**config.mk**
```make
export PLATFORM = sky130hd
export DESIGN_NAME = pwm_basico
export DESIGN_NICKNAME = d
export VERILOG_FILES = /design/src/rtl/pwm_basico.sv
export SDC_FILE = /design/constraint.sdc
export NUM_CORES = 1
export LEC_CHECK = 0
export ABC_AREA = 1
export BUFFER_PORTS_ARGS = -buffer_cell sky130_fd_sc_hd__buf_2
export CAP_MARGIN = 20
export CORE_AREA = 2 2 78 80
export CTS_CLUSTER_DIAMETER = 50
export CTS_CLUSTER_SIZE = 20
export DETAILED_ROUTE_END_ITERATION = 8
export DIE_AREA = 0 0 80 82
export SYNTH_ARGS = -nofsm -noshare
export SYNTH_HDL_FRONTEND = slang
export SYNTH_SLANG_ARGS = --single-unit
```
**constraint.sdc**
```tcl
create_clock -name clk -period 2.31 [get_ports clk]
set_input_delay 0.1155 -clock clk [delete_from_list [all_inputs] [get_ports clk]]
set_output_delay 0.1155 -clock clk [all_outputs]
set_load 0.02 [all_outputs]
```
**src/rtl/pwm_basico.sv**
```systemverilog
// pwm_basico: free-running PWM whose duty cycle follows a 36-step sine table
// Ports:
//    clk     - system clock, all state updates on the rising edge
//    reset   - asynchronous active-low reset
//    pwm_out - registered PWM output, high while cnt < duty (one clk late)
// Parameters: R period counter bits (>= 6), N clk per tick, HOLD periods per sample
module pwm_basico #(
   parameter int R    = 6,
   parameter int N    = 1600,
   parameter int HOLD = 8
) (
   input  logic clk,
   input  logic reset,
   output logic pwm_out
);
   localparam int PW = N > 1 ? $clog2(N) : 1;
   localparam int HW = HOLD > 1 ? $clog2(HOLD) : 1;
   localparam logic [5:0] LUT [0:35] = '{
      6'd32, 6'd37, 6'd43, 6'd48, 6'd52, 6'd56, 6'd59, 6'd61, 6'd63,
      6'd63, 6'd63, 6'd61, 6'd59, 6'd56, 6'd52, 6'd48, 6'd43, 6'd37,
      6'd32, 6'd27, 6'd21, 6'd16, 6'd12, 6'd8,  6'd5,  6'd3,  6'd1,
      6'd1,  6'd1,  6'd3,  6'd5,  6'd8,  6'd12, 6'd16, 6'd21, 6'd27
   };
   logic [PW-1:0] pre;
   logic [R-1:0]  cnt;
   logic [HW-1:0] h;
   logic [5:0]    idx;
   logic [R-1:0]  duty;
   logic          tick;
   logic          pend;
   logic          hwrap;
   logic [5:0]    idx_nxt;
   always_comb begin
      tick    = pre == PW'(N - 1);
      pend    = tick && cnt == '1;
      hwrap   = h == HW'(HOLD - 1);
      idx_nxt = pend && hwrap ? (idx == 6'd35 ? 6'd0 : idx + 6'd1) : idx;
   end
   // duty is reloaded only at period ends so a period never sees two duty values
   always_ff @(posedge clk or negedge reset) begin
      if (!reset) begin
         pre     <= '0;
         cnt     <= '0;
         h       <= '0;
         idx     <= '0;
         duty    <= R'(LUT[0]) << (R - 6);
         pwm_out <= 1'b0;
      end else begin
         pre <= tick ? '0 : pre + 1'b1;
         if (tick)
            cnt <= cnt + 1'b1;
         if (pend) begin
            h    <= hwrap ? '0 : h + 1'b1;
            idx  <= idx_nxt;
            duty <= R'(LUT[idx_nxt]) << (R - 6);
         end
         pwm_out <= cnt < duty;
      end
   end
endmodule

```
==> results.md, run 1 <==
* Status: finished clean
* Worst Path Required at 2490 ps
* Syn-to-layout area delta at 15.52%
* Worst vdd ir at 170.3 uV
* CP Capture Type: flip-flop
* Overall global routing resource usage at 15.18%
* ANT cells at 0
* Yosys cell types at 33
* Largest net degree at the start of global routing at 34
* Fillers at 594
* Drt wl/cell at 11.78 um
* CP startpoint kind: flip-flop
* Initial Utilization at 38.59%
* Vias at 1,814
* Synthesized cell area at 2217 um^2
* Post-route setup slack at 170.7 ps
* Clock Path Buffers at 2
* Final Util at 44.58%
* Setup CP Type: flip-flop to flip-flop
* Tot Pwr at 1.073 mW
* Core Box Area at 5746 um^2
* Final ANT Viol Nets at 0
* DRC violations left at 0
* Most frequent cell after synthesis: nand2_1
* CP Max Fanout at 5
* Detailed Routing Iterations Pass 1 at 4
* Syn Area/Cell at 7.918 um^2
* CTS clk-pin slew, worst paths at 70 ps
* Synth area leaders: dfrtp_1, nand2_1, ha_1, inv_1, nand3_1
* Final setup viols at 0
* Max Fclk at 467.4 MHz
* H-tree Lvls at 2
* Synth Flop Type: dfrtp_1
* Core Rows at 28
* Sequential fraction of the synthesis area at 37.30%
* Max_slew headroom at 49.23%
* Pleak at 1.332 nW
* Final Skew at 8.982 ps
* Final Critical Period at 2139 ps
* Vias in the first global route at 1,719
* Global-route wire length before repair at 7700 um
* Die ar. at 6560 um^2
* Yosys reg bits at 33
* Synth Instances at 280
* CTS sink cnt at 33
* Max-cap violation count at 0
* Ports at 3
* Violation count after the first detailed-route iteration at 87
* Final Hold Fails at 0
* Critical Path AT at 2320 ps
* Placed cells at 359
* RD Place Congestion at 0.8822
* Setup TNS at 0 ps
* Final net count at 318
* Port buffer count at 2
* CTS buffer count at 5
* Remaining Overflow, GRT at 0
* Root Buffer: clkbuf_8
* Pwr Density at 419.1 nW/um^2
* Synth area leader: dfrtp_1
* Clk Latency, worst-skew pair at 290 ps
* Initial antenna violation count at 0
* Chip Height at 82 um
* Placement Setup Slack at -7.557 ps
* Vias per cell at 4.824
* Hold Crit Class: primary input to async pin
* Layout cell share with drive strength beyond 1 at 22.26%
* Async SR Flop Fraction at 100.0%
* Synth warnings at 0
* Syn Nets at 298
* Final period util at 92.61%
* Post-DP HPWL at 3228 um
* Worst Tran Pin Value at 761.6 ps
* Synth cell count leaders: nand2_1, inv_1, dfrtp_1
* Top-area cell type share of the netlist area at 36.12%
* Die width at 80 um
* Count of flip-flops with a built-in enable after synthesis at 0
* TritonCTS clock tree: built
* Slew Limit Fails at 0
* Detailed-route wire length at 4430 um
* Post-Layout Cell Count at 376
-- path summary, 6_finish.rpt --
kind / slack (ps) / cells past startpoint / start / to
setup / recovery: 170 / 14 / cnt[0] / duty[1]
hold / removal: 430 / 2 / reset / pre[7]
setup reg to reg: 170 / 14 / cnt[0] / duty[1]
hold reg to reg: 470 / 1 / pre[0] / pre[0]
max in group asynchronous: 1390 / 2 / reset / duty[1]
min in group clk: 470 / 1 / pre[0] / pre[0]
-- cells by family after synthesis --
logic type                 synth area share (%)
AOI/OAI and AO/OA                         5.982
xor gates and xnor gates                  3.951
adders and majority gates                 9.029
buffers and inverters                     8.747
DFF                                       37.30
and+or+nand+nor                           34.99
-- repair_timing --
item	CTS	global route
buffers inserted	1	7
gates resized for setup	1	13
hold endpoints to repair	32	0
pin swaps	2	6
endpoints found under the setup margin	3	6
hold buffers	1	0
-- state kept, by name, summed over array words and instances, names as in the netlist --
register	flops
idx	6
pre	11
duty	6
pwm_out	1
h	3
cnt	6
-- worst max-delay path, cell delays in order, from the launching register on --
cell and delay [ps]:
dfrtp_1 390, ha_2 200, nand3_2 90, nor2_4 190, nand4_1 180, nand2_2 140
nand2_4 70, buf_4 150, ha_1 190, o21ai_1 130, inv_1 50, nand2_1 60
nand2_1 70, nand2_1 60, nand2_1 50
-- metrics by stage --
step / hold slack (ps) / cell area (um^2)
after global routing: 507.1 / 2561
after CTS: 458.0 / 2461
after floorplan: -180.1 / 2217
after detailed placement: 233.6 / 2333
after global placement: 225.8 / 2333
final: 432.9 / 2561
-- area by class of cell --
type | count | area (um^2) | share of cell area, %
Clock inverter | 1 | 5.005 | 0.1954
Tap cell | 75 | 93.84 | 3.664
Timing Repair Buffer | 17 | 125.1 | 4.885
Clock buffer | 7 | 96.34 | 3.762
Inverter | 43 | 161.4 | 6.302
Sequential cell | 33 | 827.0 | 32.29
Multi-Input combinational cell | 200 | 1252 | 48.90
-- cell usage in the layout, fill, tap and decap left out, types with 8 or more instances in the layout --
master   instances
buf_4           14
dfrtp_1         32
ha_1            13
inv_1           38
nand2_1         69
nand3_1         25
nor2_1          12
o21ai_0          9
xor2_1           8
-- routing by layer --
layer,track usage [%],vias to the layer above,part of all wire (%)
met4,8.136,0,3.3
met5,0,-,0
met3,2.967,16,2.5
met1,19.40,837,48
li1,-,932,-
met2,24.25,29,46
-- report_power, final --
part | switching [mW] | internal [mW] | leakage, nW
logic | 0.0114 | 0.00169 | 0.835
registers | 0 | 0.578 | 0.443
clock network | 0.213 | 0.269 | 0.0542
Note: power is estimated with default switching activity, not from simulation.
==> inputs of run 2 (changes only) <==
==> constraint.sdc (replaced) <==
create_clock -name clk -period 2.5 [get_ports clk]
set_input_delay 0.125 -clock clk [delete_from_list [all_inputs] [get_ports clk]]
set_output_delay 0.125 -clock clk [all_outputs]
set_load 0.02 [all_outputs]
==> run 2 against run 1 <==
First-iteration DRC count up 14%. Sequential cell count unchanged. Clock skew down 5.2 ps. Clock power down 20%. Setup slack better by 71 ps. Utilization down 2.9 points. Die area unchanged. Sequential power down 7.6%. Critical endpoint is now duty[2]. Largest cell class unchanged. Highest routed layer unchanged.
==> results.md, run 2 (synthesized netlist as in run 1, its figures left out) <==
* Critical Path Sink: duty[2] (was duty[1])
* Worst R2R End: duty[2] (was duty[1])
* CP startpoint kind: flip-flop (unchanged)
* Final setup viols at 0 (unchanged)
* Setup CP Type: flip-flop to flip-flop (unchanged)
* Delay of the slowest cell on the worst path at 400 ps (was 390 ps)
* Post-DP HPWL at 3197 um (was 3228 um)
* Drt wl/cell at 11.70 um (was 11.78 um)
* Worst vdd ir at 211.8 uV (was 170.3 uV)
* TritonCTS clock tree: built (unchanged)
* Vias per cell at 4.780 (was 4.824)
* CTS clk-pin slew, worst paths at 70 ps (about the same)
* Vias at 1,740 (was 1,814)
* Max-cap violation count at 0 (unchanged)
* Placed cells at 355 (was 359)
* Vias in the first global route at 1,643 (was 1,719)
* Hold Crit Class: primary input to async pin (unchanged)
* Detailed Routing Iterations Pass 1 at 4 (unchanged)
* Slew Limit Fails at 0 (unchanged)
* Worst Tran Pin Value at 769.4 ps (was 761.6 ps)
* Slowest-stage cell, CP: dfrtp_1 (unchanged)
* Final Hold Fails at 0 (unchanged)
* Final net count at 306 (was 318)
* Commonest non-fill, non-tap cell in the layout: nand2_1 (unchanged)
* Core Rows at 28 (unchanged)
* CP cell instances: ha_1, nand3_2, nor2_4, nand4_2, nand2_1, nand2_2, ha_1, inv_1, o21ai_0, nand3_1, nand3_1, nand2_1 (was ha_2, nand3_2, nor2_4, nand4_1, nand2_2, nand2_4, buf_4, ha_1, o21ai_1, inv_1, nand2_1, nand2_1, nand2_1, nand2_1)
* Die ar. at 6560 um^2 (unchanged)
* Max_slew headroom at 48.70% (was 49.23%)
* Syn-to-layout area delta at 8.070% (was 15.52%)
* Critical Path AT at 2440 ps (was 2320 ps)
* Global-route wire length before repair at 7389 um (was 7700 um)
* CP Capture Type: flip-flop (unchanged)
* CTS buffer count at 5 (unchanged)
* ANT cells at 0 (unchanged)
* Final period util at 90.35% (was 92.61%)
* Clock Path Buffers at 2 (unchanged)
* CTS sink cnt at 33 (unchanged)
* RD Place Congestion at 0.9106 (was 0.8822)
* Post-CTS setup buffers at 0 (was 1)
* Overall global routing resource usage at 14.60% (was 15.18%)
* Chip Height at 82 um (unchanged)
* Port buffer count at 2 (unchanged)
* Tot Pwr at 0.9322 mW (was 1.073 mW)
* Remaining Overflow, GRT at 0 (unchanged)
* Final Skew at 3.823 ps (was 8.982 ps)
* Pleak at 1.252 nW (was 1.332 nW)
* Worst setup path startpoint: cnt[1] (was cnt[0])
* Violation count after the first detailed-route iteration at 99 (was 87)
* Final instance area at 2396 um^2 (was 2561 um^2)
* Worst Path Required at 2680 ps (was 2490 ps)
* Initial antenna violation count at 0 (unchanged)
* Initial Utilization at 38.59% (unchanged)
* Root Buffer: clkbuf_8 (unchanged)
* Core Box Area at 5746 um^2 (unchanged)
* Unrepaired setup endpoints after global routing: no
* Post-Layout Cell Count at 364 (was 376)
* Final ANT Viol Nets at 0 (unchanged)
* Die width at 80 um (unchanged)
* Commonest cells after routing, fill and taps aside: nand2_1, inv_1, dfrtp_1 (unchanged)
* Final Critical Period at 2259 ps (was 2139 ps)
* H-tree Lvls at 2 (unchanged)
* DRC violations left at 0 (unchanged)
* Placement Cell Area at 2303 um^2 (was 2333 um^2)
* Layout cell share with drive strength beyond 1 at 15.22% (was 22.26%)
* Clk Latency, worst-skew pair at 280 ps (was 290 ps)
* R2r startpoint: cnt[1] (was cnt[0])
* Ports at 3 (unchanged)
* Status: finished clean (unchanged)
* Pwr Density at 389.0 nW/um^2 (was 419.1 nW/um^2)
* Largest net degree at the start of global routing at 34 (unchanged)
* CP Max Fanout at 7 (was 5)
* Max reg flops at 11 (unchanged)
* Max Fclk at 442.7 MHz (was 467.4 MHz)
* Reg2Reg Depth at 12 (was 14)
* Reg2reg setup slack at 240 ps (was 170 ps)
* Setup TNS at 0 ps (unchanged)
* Fillers at 572 (was 594)
* Top reg by flops: pre (unchanged)
* Detailed-route wire length at 4260 um (was 4430 um)
[run 2: cell types whose count changed in the layout (fill, tap and decap cells not counted), sizes merged]
cell	before	now
buf	16	4
clkbuf	7	8
clkinv	1	0
[run 2: metal layers]
metal  wire length, um  track usage, %
met4                62           5.932
met3               102           3.297
met2              1951           23.50
met5                 0               0
met1              2144           19.02
[run 2: worst max-delay path: cells and delay by family (launching register included)]
kind                     cells  cell delay [ps]
AO/OA/AOI/OAI                1              150
adder cells (fa/ha/maj)      2              530
buffers and inverters        1               60
flip-flops                   1              400
AND/OR/NAND/NOR              8             1010
[run 2: worst min path at each step]
stage            from      to  slack (ps)  depth (start not counted)
2_1_floorplan   reset  cnt[0]        -170                          0
5_1_grt        pre[0]  pre[0]         490                          1
4_1_cts        pre[0]  pre[0]         470                          1
3_3_place_gp    reset  pre[5]         250                          1
3_5_place_dp    reset  pre[3]         250                          1
6_report        reset  pre[3]         450                          2
[run 2: stage by stage]
stage               setup WS (ps)  hold WS [ps]  utilization, %
floorplan                   431.5        -170.6               -
global placement            170.4         247.5           40.09
detailed placement          143.0         247.7           40.09
CTS                         133.2         467.4           41.66
global route                3.301         493.9           41.70
finish                      241.3         452.6           41.70
[run 2: power breakdown]
group / switching [mW] / leakage [nW] / internal (mW)
Combinational: 0.0106 / 0.769 / 0.00156
Clock: 0.188 / 0.0395 / 0.198
Sequential: 0 / 0.443 / 0.534
Total: 0.199 / 1.25 / 0.733
[run 2: layout make-up]
type	instances	area [um^2]	area share, %
sequential	33	827.0	34.52
clock buffer	8	80.08	3.342
inverter	43	161.4	6.736
multi-input combinational	200	1199	50.03
timing repair buffer	5	35.03	1.462
tap	75	93.84	3.916
[run 2: timing repair]
action                                  4_1_cts  5_1_grt
hold buffers                                  1        0
resized for setup                             0        1
endpoints found under the hold margin        32        0
endpoints found under the setup margin        0        4
==> inputs of run 3 (changes only) <==
--- a/config.mk
+++ b/config.mk
@@ -13,6 +13,8 @@
 export CTS_CLUSTER_SIZE = 20
 export DETAILED_ROUTE_END_ITERATION = 8
 export DIE_AREA = 0 0 80 82
+export GPL_TIMING_DRIVEN = 0
+export SLEW_MARGIN = 20
 export SYNTH_ARGS = -nofsm -noshare
 export SYNTH_HDL_FRONTEND = slang
 export SYNTH_SLANG_ARGS = --single-unit
==> run 3 against run 2 <==
First-iteration DRC count is 37% lower. Highest routed layer unchanged. Sequential cell count unchanged. Via count decreased by 2.0%. Global-route usage grew 0.64 points. Clock skew rose by 2.6 ps. Count of clock-buffer cells in the layout is 2 lower. Die area did not move. Largest power group unchanged. Combinational power hardly changed. Clock power about the same. Critical endpoint unchanged. Critical path type unchanged. Sequential power is essentially flat.
==> results.md, run 3 (synthesized netlist as in run 1, its figures left out) <==
* Area occupied by multi-input gates at 1225 um^2 (was 1199 um^2)
* Delay of the slowest cell on the worst path at 380 ps (was 400 ps)
* Pwr Density at 375.7 nW/um^2 (was 389.0 nW/um^2)
* Clock Path Buffers at 2 (unchanged)
* R2r startpoint: cnt[0] (was cnt[1])
* Largest net degree at the start of global routing at 34 (unchanged)
* CP Max Fanout at 7 (unchanged)
* Ports at 3 (unchanged)
* Violation count after the first detailed-route iteration at 62 (was 99)
* H-tree Lvls at 2 (unchanged)
* CTS sink cnt at 33 (unchanged)
* TritonCTS clock tree: built (unchanged)
* Vias per cell at 4.623 (was 4.780)
* Worst vdd ir at 175.4 uV (was 211.8 uV)
* Unrepaired setup endpoints after global routing: no (unchanged)
* Final ANT Viol Nets at 0 (unchanged)
* Core Box Area at 5746 um^2 (unchanged)
* Vias in the first global route at 1,734 (was 1,643)
* Max Fclk at 437.7 MHz (was 442.7 MHz)
* Worst R2R End: duty[2] (unchanged)
* Die ar. at 6560 um^2 (unchanged)
* Remaining Overflow, GRT at 0 (unchanged)
* Chip Height at 82 um (unchanged)
* Initial antenna violation count at 0 (unchanged)
* CP Capture Type: flip-flop (unchanged)
* Final period util at 91.39% (was 90.35%)
* Tot Pwr at 0.9308 mW (was 0.9322 mW)
* Max_slew headroom at 49.66% (was 48.70%)
* Final Skew at 6.400 ps (was 3.823 ps)
* Global-route wire length before repair at 7810 um (was 7389 um)
* Detailed Routing Iterations Pass 1 at 4 (unchanged)
* Core Rows at 28 (unchanged)
* Setup CP Type: flip-flop to flip-flop (unchanged)
* Final setup viols at 0 (unchanged)
* Final Hold Fails at 0 (unchanged)
* Top reg by flops: pre (unchanged)
* Drt wl/cell at 11.75 um (was 11.70 um)
* Worst Tran Pin Value at 755.0 ps (was 769.4 ps)
* Layout cell share with drive strength beyond 1 at 17.69% (was 15.22%)
* Detailed-route wire length at 4337 um (was 4260 um)
* Clk Latency, worst-skew pair at 280 ps (about the same)
* Fillers at 596 (was 572)
* CTS clk-pin slew, worst paths at 70 ps (about the same)
* CTS buffer count at 5 (unchanged)
* Slowest-stage cell, CP: dfrtp_1 (unchanged)
* Max reg flops at 11 (unchanged)
* CP cell instances: ha_1, nand3_2, nor2_4, buf_12, nand4_4, nand2_1, nand2_2, ha_4, inv_1, o21ai_0, nand3_1, nand3_1, nand2_1 (was ha_1, nand3_2, nor2_4, nand4_2, nand2_1, nand2_2, ha_1, inv_1, o21ai_0, nand3_1, nand3_1, nand2_1)
* Vias at 1,706 (was 1,740)
* ANT cells at 0 (unchanged)
* Post-DP HPWL at 3124 um (was 3197 um)
* DRC violations left at 0 (unchanged)
* Overall global routing resource usage at 15.23% (was 14.60%)
* Pleak at 1.295 nW (was 1.252 nW)
* Max-cap violation count at 0 (unchanged)
* Worst setup path startpoint: cnt[0] (was cnt[1])
* Final net count at 311 (was 306)
* CP startpoint kind: flip-flop (unchanged)
* Syn-to-layout area delta at 11.74% (was 8.070%)
* Status: finished clean (unchanged)
* Hold Crit Class: primary input to async pin (unchanged)
* Port buffer count at 2 (unchanged)
* Commonest cells after routing, fill and taps aside: nand2_1, inv_1, dfrtp_1 (unchanged)
* Setup TNS at 0 ps (unchanged)
* Reg2Reg Depth at 13 (was 12)
* Worst Path Required at 2670 ps (was 2680 ps)
* Initial Utilization at 38.59% (unchanged)
* Slew Limit Fails at 0 (unchanged)
* Die width at 80 um (unchanged)
* Critical Path AT at 2460 ps (was 2440 ps)
* RD Place Congestion at 0.8646 (was 0.9106)
* Reg2reg setup slack at 220 ps (was 240 ps)
* Register area at 827.0 um^2 (unchanged)
* Root Buffer: clkbuf_8 (unchanged)
* Final Critical Period at 2285 ps (was 2259 ps)
* Commonest non-fill, non-tap cell in the layout: nand2_1 (unchanged)
run 3: final cells by class:
type	instances	area share [%]
multi-input combinational	200	49.44
sequential	33	33.38
inverter	43	6.515
tap	75	3.788
clock buffer	6	2.929
timing repair buffer	6	2.222
buffer	4	1.313
clock inverter	2	0.4040
run 3: per-stage QoR:
stage               instances  hold slack [ps]  util [%]  setup WS (ps)  instance area (um^2)
detailed placement        357            242.1     40.40          83.95                  2321
global route              369            485.5     43.12        0.06462                  2477
finish                    369            441.5     43.12          215.3                  2477
CTS                       366            463.5     42.01          59.70                  2414
global placement          357            240.0     40.40          83.77                  2321
floorplan                 280           -170.6         -          431.5                  2217
run 3: worst max path at each step:
stage                         end  slack, ps  depth (start not counted)
after floorplan           duty[2]        430                         13
after global placement    duty[2]         80                         12
after detailed placement  duty[2]         80                         13
after CTS                 duty[2]         60                         13
after global routing      duty[0]       0.06                         14
final                     duty[2]        220                         13
run 3: critical path, delay by kind of cell (launching register included):
kind | cells | cell delay, ps
compound gates | 1 | 180
flops | 1 | 380
buf+inv | 2 | 170
fa+ha+maj | 2 | 490
simple gates | 8 | 930
run 3: routing by layer:
metal | vias to the layer above | wire, um | GRT usage (%)
met5 | - | 0 | 0
met4 | 0 | 77 | 5.593
met3 | 6 | 105 | 2.967
met2 | 18 | 1958 | 25.75
met1 | 760 | 2195 | 19.36
li1 | 922 | - | -
run 3: repair_timing:
action / 4_1_cts / 5_1_grt
endpoints found under the setup margin: 0 / 5
endpoints found under the hold margin: 32 / 0
resized for setup: 0 / 4
hold buffers: 1 / 0
buffers inserted: 0 / 3
run 3: power by group:
group / switching [mW] / leakage [nW] / total [mW] / internal (mW)
logic: 0.0104 / 0.807 / 0.0119 / 0.00156
registers: 0 / 0.443 / 0.534 / 0.534
clock network: 0.192 / 0.0450 / 0.385 / 0.193
total: 0.203 / 1.30 / 0.931 / 0.728
